**config.mk**
```make
export PLATFORM = sky130hd
export DESIGN_NAME = periph_spi_arbiter_flat
export DESIGN_NICKNAME = d
export VERILOG_FILES = /design/src/rtl/periph_spi_arbiter_if.sv /design/src/rtl/periph_spi_arbiter.sv /design/src/flat_wrapper.sv
export SDC_FILE = /design/constraint.sdc
export NUM_CORES = 1
export LEC_CHECK = 0
export ABC_AREA = 1
export CORE_ASPECT_RATIO = 0.75
export CORE_UTILIZATION = 52
export CTS_BUF_LIST = sky130_fd_sc_hd__clkbuf_4 sky130_fd_sc_hd__clkbuf_8
export CTS_CLUSTER_SIZE = 20
export DETAILED_ROUTE_END_ITERATION = 8
export MAX_ROUTING_LAYER = met4
export PLACE_DENSITY = 0.82
export RECOVER_POWER = 100
export SLEW_MARGIN = 20
export SYNTH_ARGS = -nofsm -noshare
export SYNTH_HDL_FRONTEND = slang
export SYNTH_SLANG_ARGS = --single-unit
```
**constraint.sdc**
```tcl
create_clock -name clk -period 2.4 [get_ports clk]
set_clock_uncertainty 0.15 [all_clocks]
set_input_delay 0.36 -clock clk [delete_from_list [all_inputs] [get_ports clk]]
set_output_delay 0.36 -clock clk [all_outputs]
set_load 0.02 [all_outputs]
```
**src/rtl/periph_spi_arbiter_if.sv**
```systemverilog
// periph_spi_arbiter_if -- request/grant handshake and SPI pin bundle for
// periph_spi_arbiter. The slave modport is the arbiter's view. The master
// modport is the view of the requesters, the MCU select and the SPI devices.
interface periph_spi_arbiter_if #(
   parameter int WIDTH = 24
);
   logic             cs2;
   logic [1:0]       req;
   logic [2:0]       req_cs0;
   logic [2:0]       req_cs1;
   logic [WIDTH-1:0] req_data0;
   logic [WIDTH-1:0] req_data1;
   logic [1:0]       gnt;
   logic [1:0]       done;
   logic [WIDTH-1:0] rdata;
   logic             busy;
   logic             mcu_owns;
   logic             sclk;
   logic             mosi;
   logic [7:0]       cs_vec;
   logic [7:0]       miso_vec;

   modport slave (
      input  cs2, req, req_cs0, req_cs1, req_data0, req_data1, miso_vec,
      output gnt, done, rdata, busy, mcu_owns, sclk, mosi, cs_vec
   );

   modport master (
      output cs2, req, req_cs0, req_cs1, req_data0, req_data1, miso_vec,
      input  gnt, done, rdata, busy, mcu_owns, sclk, mosi, cs_vec
   );
endinterface

```
**src/rtl/periph_spi_arbiter.sv**
```systemverilog
// periph_spi_arbiter -- shares one SPI mode-0 master between two requesters
// and an MCU pass-through path (cs2 low hands the bus to the MCU from IDLE).
// A transfer is SETUP (CLK_DIV), then SHIFT (WIDTH bits, 2*CLK_DIV each),
// then HOLD (CLK_DIV). So gnt-to-done is 2*CLK_DIV*(WIDTH+1) clk cycles.
// Optional macro PERIPH_SPI_ARB_ROUND_ROBIN_EN: when it is defined,
// arbitration is round-robin. When it is not defined, requester 0 always wins.
// WIDTH must be at least 2.
module periph_spi_arbiter #(
   parameter int WIDTH   = 24,
   parameter int CLK_DIV = 4
) (
   input  logic                  clk,
   input  logic                  rst,
   periph_spi_arbiter_if.slave   bus
);

   typedef enum logic [2:0] {IDLE, SETUP, SHIFT, HOLD, MCU} state_t;

   localparam int            BW       = $clog2(WIDTH + 1);
   localparam logic [7:0]    DIV_LAST = 8'(CLK_DIV - 1);
   localparam logic [BW-1:0] BIT_LAST = BW'(WIDTH - 1);

   state_t           state_q;
   logic [7:0]       cnt_q;      // clk cycles within the current phase/half-period
   logic [BW-1:0]    bit_q;      // bit being shifted
   logic [2:0]       idx_q;      // granted chip-select index
   logic             owner_q;    // granted requester
   logic [WIDTH-1:0] tx_q;
   logic [WIDTH-1:0] rx_q;
   logic [WIDTH-1:0] rdata_q;
   logic             sclk_q;
   logic             mosi_q;
   logic [7:0]       cs_vec_q;
   logic [1:0]       gnt_q;
   logic [1:0]       done_q;

   logic             win_d;      // arbitration winner for this cycle
   logic             miso_d;

`ifdef PERIPH_SPI_ARB_ROUND_ROBIN_EN
   logic             ptr_q;      // requester with priority on the next contest

   // Round-robin pick: the pointer breaks the tie when both requesters ask.
   always_comb begin
      // NOTE: every always_comb output is given a default first, so no path leaves it unassigned and no latch is inferred.
      win_d = 1'b0;
      if (bus.req == 2'b11) win_d = ptr_q;
      else                  win_d = bus.req[1] & ~bus.req[0];
   end
`else
   // Fixed priority pick: requester 0 wins whenever it asks.
   always_comb begin
      win_d = 1'b0;
      if (!bus.req[0] && bus.req[1]) win_d = 1'b1;
   end
`endif

   assign miso_d = bus.miso_vec[idx_q];

   // Transfer FSM with registered SPI pins and handshake pulses.
   always_ff @(posedge clk) begin
      if (rst) begin
         state_q  <= IDLE;
         cnt_q    <= '0;
         bit_q    <= '0;
         idx_q    <= '0;
         owner_q  <= 1'b0;
         tx_q     <= '0;
         rx_q     <= '0;
         rdata_q  <= '0;
         sclk_q   <= 1'b0;
         mosi_q   <= 1'b0;
         cs_vec_q <= 8'hFF;
         gnt_q    <= '0;
         done_q   <= '0;
`ifdef PERIPH_SPI_ARB_ROUND_ROBIN_EN
         ptr_q    <= 1'b0;
`endif
      end else begin
         // NOTE: sequential state uses non-blocking assignments only, so every register samples pre-edge values.
         gnt_q  <= '0;
         done_q <= '0;
         case (state_q)
            IDLE: begin
               if (!bus.cs2) begin
                  state_q  <= MCU;
                  cs_vec_q <= 8'hFF;
               end else if (|bus.req) begin
                  state_q  <= SETUP;
                  cnt_q    <= '0;
                  owner_q  <= win_d;
                  idx_q    <= win_d ? bus.req_cs1 : bus.req_cs0;
                  tx_q     <= win_d ? bus.req_data1 : bus.req_data0;
                  mosi_q   <= win_d ? bus.req_data1[WIDTH-1] : bus.req_data0[WIDTH-1];
                  cs_vec_q <= ~(8'b1 << (win_d ? bus.req_cs1 : bus.req_cs0));
                  gnt_q    <= win_d ? 2'b10 : 2'b01;
`ifdef PERIPH_SPI_ARB_ROUND_ROBIN_EN
                  ptr_q    <= ~win_d;
`endif
               end
            end
            SETUP: begin
               if (cnt_q == DIV_LAST) begin
                  cnt_q   <= '0;
                  bit_q   <= '0;
                  state_q <= SHIFT;
               end else begin
                  cnt_q <= cnt_q + 8'd1;
               end
            end
            SHIFT: begin
               if (cnt_q != DIV_LAST) begin
                  cnt_q <= cnt_q + 8'd1;
               end else begin
                  cnt_q <= '0;
                  if (!sclk_q) begin
                     // Rising SCLK edge: sample the selected device's MISO.
                     sclk_q <= 1'b1;
                     rx_q   <= {rx_q[WIDTH-2:0], miso_d};
                  end else begin
                     // Falling SCLK edge: advance MOSI, or finish after the last bit.
                     sclk_q <= 1'b0;
                     if (bit_q == BIT_LAST) begin
                        state_q <= HOLD;
                     end else begin
                        bit_q  <= bit_q + 1'b1;
                        tx_q   <= {tx_q[WIDTH-2:0], 1'b0};
                        mosi_q <= tx_q[WIDTH-2];
                     end
                  end
               end
            end
            HOLD: begin
               if (cnt_q == DIV_LAST) begin
                  state_q  <= IDLE;
                  cnt_q    <= '0;
                  cs_vec_q <= 8'hFF;
                  mosi_q   <= 1'b0;
                  rdata_q  <= rx_q;
                  done_q   <= owner_q ? 2'b10 : 2'b01;
               end else begin
                  cnt_q <= cnt_q + 8'd1;
               end
            end
            MCU: begin
               cs_vec_q <= 8'hFF;
               if (bus.cs2) state_q <= IDLE;
            end
            default: state_q <= IDLE;
         endcase
      end
   end

   assign bus.gnt      = gnt_q;
   assign bus.done     = done_q;
   assign bus.rdata    = rdata_q;
   assign bus.busy     = (state_q != IDLE);
   assign bus.mcu_owns = (state_q == MCU);
   assign bus.sclk     = sclk_q;
   assign bus.mosi     = mosi_q;
   assign bus.cs_vec   = cs_vec_q;

endmodule
```
**src/flat_wrapper.sv**
```systemverilog
// flat-port wrapper written by rule: the top's interface ports become plain ports
module periph_spi_arbiter_flat 
#(
   parameter int WIDTH   = 24,
   parameter int CLK_DIV = 4
)
  (clk, rst, bus_cs2, bus_req, bus_req_cs0, bus_req_cs1, bus_req_data0, bus_req_data1, bus_miso_vec, bus_gnt, bus_done, bus_rdata, bus_busy, bus_mcu_owns, bus_sclk, bus_mosi, bus_cs_vec);
  periph_spi_arbiter_if #(.WIDTH(WIDTH)) bus_i ();
  input  logic clk;
  input  logic rst;
  input wire logic [$bits(bus_i.cs2)-1:0] bus_cs2;
  input wire logic [$bits(bus_i.req)-1:0] bus_req;
  input wire logic [$bits(bus_i.req_cs0)-1:0] bus_req_cs0;
  input wire logic [$bits(bus_i.req_cs1)-1:0] bus_req_cs1;
  input wire logic [$bits(bus_i.req_data0)-1:0] bus_req_data0;
  input wire logic [$bits(bus_i.req_data1)-1:0] bus_req_data1;
  input wire logic [$bits(bus_i.miso_vec)-1:0] bus_miso_vec;
  output wire logic [$bits(bus_i.gnt)-1:0] bus_gnt;
  output wire logic [$bits(bus_i.done)-1:0] bus_done;
  output wire logic [$bits(bus_i.rdata)-1:0] bus_rdata;
  output wire logic [$bits(bus_i.busy)-1:0] bus_busy;
  output wire logic [$bits(bus_i.mcu_owns)-1:0] bus_mcu_owns;
  output wire logic [$bits(bus_i.sclk)-1:0] bus_sclk;
  output wire logic [$bits(bus_i.mosi)-1:0] bus_mosi;
  output wire logic [$bits(bus_i.cs_vec)-1:0] bus_cs_vec;
  assign bus_i.cs2 = bus_cs2;
  assign bus_i.req = bus_req;
  assign bus_i.req_cs0 = bus_req_cs0;
  assign bus_i.req_cs1 = bus_req_cs1;
  assign bus_i.req_data0 = bus_req_data0;
  assign bus_i.req_data1 = bus_req_data1;
  assign bus_i.miso_vec = bus_miso_vec;
  assign bus_gnt = bus_i.gnt;
  assign bus_done = bus_i.done;
  assign bus_rdata = bus_i.rdata;
  assign bus_busy = bus_i.busy;
  assign bus_mcu_owns = bus_i.mcu_owns;
  assign bus_sclk = bus_i.sclk;
  assign bus_mosi = bus_i.mosi;
  assign bus_cs_vec = bus_i.cs_vec;
  periph_spi_arbiter #(.WIDTH(WIDTH), .CLK_DIV(CLK_DIV)) u_core (.clk(clk), .rst(rst), .bus(bus_i));
endmodule
```
-- Yosys cells after proc, flatten, opt, wreduce, memory -nomap -nowiden
Index checks and enable logic that the tools add are counted.
- add/sub/neg operators: 2
- order comparisons: 1
- eq/ne operators: 17
- shift operators: 1
- muxes and demuxes: 45
- bitwise logic cells: 8
- reductions and logical operators: 23
- operators with widths (kind ; number):
    2-to-1 mux 23 bit ; 6
    2-to-1 mux 8 bit ; 7
    one-hot mux 8 bit (3 select lines) ; 2
    one-hot mux 23 bit (2 select lines) ; 1
    2-to-1 mux 3 bit ; 9
    2-to-1 mux 5 bit ; 4
    one-hot mux 3 bit (5 select lines) ; 1
    AND reduction 7 bit ; 2
    AND reduction 3 bit ; 4
    nonzero test 3 bit ; 4
    2-to-1 mux 1 bit ; 10
    inequality test 2 x 1 -> 1 bit, second input constant ; 5
    one-hot mux 5 bit (2 select lines) ; 1
    adder 8 x 1 -> 8 bit, second input constant ; 1
    == test 8 x 2 -> 1 bit, second input constant ; 1
    inequality test 2 bit, second input constant ; 4
    inequality test 8 x 2 -> 1 bit, second input constant ; 1
    NOT 8 bit ; 1
    << shifter 1 x 3 -> 8 bit, first input constant ; 1
    NOT 1 bit ; 7
    == test 3 x 2 -> 1 bit, second input constant ; 2
    AND reduction 6 bit ; 1
    adder 5 x 1 -> 5 bit, second input constant ; 1
    == test 5 bit, second input constant ; 1
    16 further kinds ; 20
- register bits: 105
- bits of input ports: 67

-- Longest topological paths before layout
- depth after elaboration: 9
- gate-level depth with buffers: 12
- gate-level depth less buffers: 11

-- Worst setup path before layout
OpenSTA, ideal clock, no wires.
- path type: register to register
- start point: register u_core.cnt_q[0]
- end point: register u_core.tx_q[12]
- library setup time: 114 ps
- data arrival time: 1520 ps
- data required time: 2136 ps
- setup slack: 616 ps
- stages on the path, launching flop included: 10
- path buffers: 1
- period minus slack after synthesis: 1784 ps
- cells stage by stage: dfxtp_1 ha_1 nand3_1 nor2_1 nand2_1 nand2_2 nand3_4 buf_2 a21oi_1 nor2_1
- cells in the longest elaborated chain, start to end: 3
- RTL lines (item ; RTL line ; source):
    start: declaration ; periph_spi_arbiter.sv:24 ; logic [7:0] cnt_q;
    start signal: assignment ; periph_spi_arbiter.sv:108 ; cnt_q <= cnt_q + 8'd1;
    start signal: assignment ; periph_spi_arbiter.sv:113 ; cnt_q <= cnt_q + 8'd1;
    start signal: assignment ; periph_spi_arbiter.sv:142 ; cnt_q <= cnt_q + 8'd1;
    inequality test 8 x 2 -> 1 bit ; periph_spi_arbiter.sv:112 ; if (cnt_q != DIV_LAST) begin
    inequality test 2 bit (no line) ; -- ;
    AND reduction 6 bit (no line) ; -- ;
    end signal: assignment ; periph_spi_arbiter.sv:93 ; tx_q <= win_d ? bus.req_data1 : bus.req_data0;
    end signal: assignment ; periph_spi_arbiter.sv:127 ; tx_q <= {tx_q[WIDTH-2:0], 1'b0};
    end: declaration ; periph_spi_arbiter.sv:28 ; logic [WIDTH-1:0] tx_q;
Every way passes these cells.
A chain may end at the register's enable or synchronous reset.

-- Final worst setup path
- start point: register u_core.state_q[1]
- end point: output port bus_mcu_owns
- cells in the longest elaborated chain, start to end: 1
- RTL lines (item ; RTL line ; source):
    start: declaration ; periph_spi_arbiter.sv:23 ; state_t state_q;
    start signal: assignment ; periph_spi_arbiter.sv:63 ; state_q <= IDLE;
    start signal: assignment ; periph_spi_arbiter.sv:86 ; state_q <= MCU;
    start signal: assignment ; periph_spi_arbiter.sv:89 ; state_q <= SETUP;
    == test 3 bit ; periph_spi_arbiter.sv:158 ; assign bus.mcu_owns = (state_q == MCU);
    end: declaration ; flat_wrapper.sv:22 ; output wire logic [$bits(bus_i.mcu_owns)-1:0] bus_mcu_owns;
Every way passes these cells.

==> metrics <==
status=complete, no violations; CP endpoint kind=output pin; Post-synth EDFFs=0; CTS root buffer=clkbuf_8; DRT iter0 DRCs=326; Yosys Warn Count=0; clk slew on worst S/H paths=110 ps; Worst R2R End=u_core.rx_q[13]; CP Launch Type=flip-flop; r2r worst-path depth=8; slowest cell on the critical path=clkdlybuf4s50_1; crit path DAT=1760 ps; count of buffers from port buffering=106; vias per inst=5.05; Critical R2R Launch=u_core.state_q[2]; setup slack after layout=128 ps; Core ar.=9050 um^2; final antenna-violating net count=0; Final Hold Viols=0; FP Rows=30; crit share post-route=0.946; Synth top area share=0.433; CTS Sinks=105; Mean Syn Cell Area=6.48 um^2; clock latency on the worst-skew pair=380 ps; Die Y=85.7 um; Rel. slew slack=0.347; static leakage=2.89 nW; Maximum Capacitance Violations=0; Initial Utilization=0.537; Routed WL=11.7 mm; Mapped Cells=749; CP startpoint=u_core.state_q[1]; share of layout cells above drive strength 1=0.0435; hpwl dp=8.53 mm; # setup viols final=0; worst path cell trace=nor2_2 > nand2_1 > inv_1 > clkdlybuf4s50_1; CP max stage delay=600 ps; crit path capture=bus_mcu_owns; RSZ-0062 raised after global routing=no; htree depth=3; Cell Area, Synth=4850 um^2; Tightest Pin Transition=979 ps; setup slack, reg-to-reg=190 ps; Max Buffers Root-to-Sink=2; largest net degree at the start of global routing=47; Design Area, Final=6250 um^2; TNS Setup=0 ps; Netlist cell types=29; Yosys reg bits=105; fin nets=914; area leader, netlist=dfxtp_1; PwrDens=840 nW/um^2; FFs w/ async S/R, synth=0; Max Freq=440 MHz; Mapped Nets=818; cts hold-fix bufs=0; diode count=0; count leader, synth=nand2_1; Overall Global Routing Usage=0.245; CP Class=flip-flop to output pin; Setup WS pre-CTS=148 ps; top cells by area, synth=dfxtp_1 (43%), nand2_1 (16%), nor2_1 (12%), o21ai_0 (6.8%), nand3_1 (5.9%); Synth top cells by count=nand2_1 (205), nor2_1 (157), dfxtp_1 (105); Remaining Overflow, GRT=0; IO Count=107; post-CTS setup buffer count=0; ys flop type=dfxtp_1; die area=9730 um^2; iteration count of the initial detailed-routing pass=5; Area growth syn-to-layout=28.7%; Area after DPL=6040 um^2; Worst Path Max Fanout=5; CTS buffer count=9; total number of vias=4938; CTS tree=done; vias in the first global route=4199; # DRC=0; critical path required time=1890 ps; first-pass GRT wire length=18.6 mm; final period demand of the worst path=2270 ps; Slew Viols, Final=0; GP Congestion=0.960; Die W=114 um; Peak VDD IR=0.350 mV; drt wl/cell=12.0 um; Worst Hold Class=flip-flop to flip-flop; register area share after synthesis=0.433; initial antenna violation count=0
cells by family (layout without fill, tap and decap cells):
group                    count (synthesis)  after routing  synth area share
adder cells (fa/ha/maj)                  2              2           0.00515
AO/OA/AOI/OAI                          110            110             0.117
buffers and inverters                   95            195            0.0802
flip-flops                             105            105             0.433
AND/OR/NAND/NOR                        434            435             0.360
XOR/XNOR                                 3              3           0.00541
worst max-delay path, delay by kind of cell (launching register included):
kind | cells | cell delay, ps
flip-flops | 1 | 350
AND/OR/NAND/NOR | 2 | 360
buffers and inverters | 2 | 690
state kept, by name (all words and copies together), names as in the netlist, 2 cells and up:
| register | cells |
|---|---|
| u_core.cnt_q | 8 |
| u_core.bus.rdata | 24 |
| u_core.tx_q | 23 |
| u_core.bus.cs_vec | 8 |
| u_core.bus.done | 2 |
| u_core.idx_q | 3 |
| u_core.bus.gnt | 2 |
| u_core.rx_q | 24 |
| u_core.state_q | 3 |
| u_core.bit_q | 5 |
what timing repair did:
| item | in CTS | in global routing |
|---|---|---|
| resized for setup | 0 | 1 |
| setup endpoints to repair | 0 | 3 |
| hold endpoints to repair | 0 | 0 |
per-layer routing:
| metal | vias to the layer above | share of wire | track usage | routed length [um] |
|---|---|---|---|---|
| li1 | 2551 | - | - | - |
| met1 | 2190 | 0.48 | 0.316 | 5660 |
| met2 | 187 | 0.44 | 0.395 | 5170 |
| met3 | 10 | 0.070 | 0.0530 | 822 |
| met4 | 0 | 0.0065 | 0.0586 | 76 |
| met5 | - | 0 | - | 0 |
metrics by stage:
stage / total power (W) / cells / util / hold WS, ps
2_1_floorplan: 0.00363 / 749 / - / 252
3_3_place_gp: 0.00411 / 961 / 0.668 / 259
3_5_place_dp: 0.00417 / 961 / 0.668 / 276
4_1_cts: 0.00524 / 977 / 0.690 / 276
5_1_grt: 0.00562 / 978 / 0.691 / 287
6_report: 0.00525 / 978 / 0.691 / 269
how the worst min path moves through the flow:
stage / startpoint / to / slack (ps) / cells after the start
2_1_floorplan: u_core.owner_q / u_core.bus.done[0] / 250 / 1
3_3_place_gp: u_core.owner_q / u_core.bus.done[0] / 260 / 1
3_5_place_dp: u_core.owner_q / u_core.bus.done[0] / 280 / 1
4_1_cts: u_core.owner_q / u_core.bus.done[0] / 280 / 1
5_1_grt: u_core.owner_q / u_core.bus.done[0] / 290 / 1
6_report: u_core.owner_q / u_core.bus.done[0] / 270 / 1
report_power, final:
part	switching, W	total (W)	internal (W)
clock network	0.000647	0.00108	0.000429
logic	0.00127	0.00198	0.000714
registers	0.000135	0.00219	0.00205
layout make-up:
type,instances,area [um^2]
Clock inverter,6,62.6
Multi-Input combinational cell,550,2370
Tap cell,128,160
Fill cell,797,2800
Clock buffer,10,138
Inverter,62,233
Timing Repair Buffer,117,1180
Sequential cell,105,2100
cells in the final DEF (no fill, tap or decap):
master,netlist,routed
nand3b_1,1,1
a211oi_1,1,1
inv_8,0,1
o21a_1,2,2
a31oi_1,1,1
clkinv_4,0,4
ha_1,2,2
clkbuf_2,0,1
o21ai_1,2,2
xor2_1,3,3
nor2_1,157,159
buf_12,0,3
clkinv_8,0,1
clkbuf_8,0,10
or2_2,2,2
dfxtp_1,105,105
o22ai_1,2,2
dlygate4sd3_1,0,39
nand3_1,57,57
nor3_1,4,4
a21oi_1,34,34
nand2_2,2,1
nand2_1,205,206
o211ai_1,1,1
nand4_1,1,1
inv_1,55,59
buf_4,1,7
inv_2,6,3
nand3_4,1,2
clkdlybuf4s50_1,0,67
nor2_2,4,2
o21ai_0,66,66
a21boi_1,1,1
No activity file was read; power rests on OpenSTA's default activity.
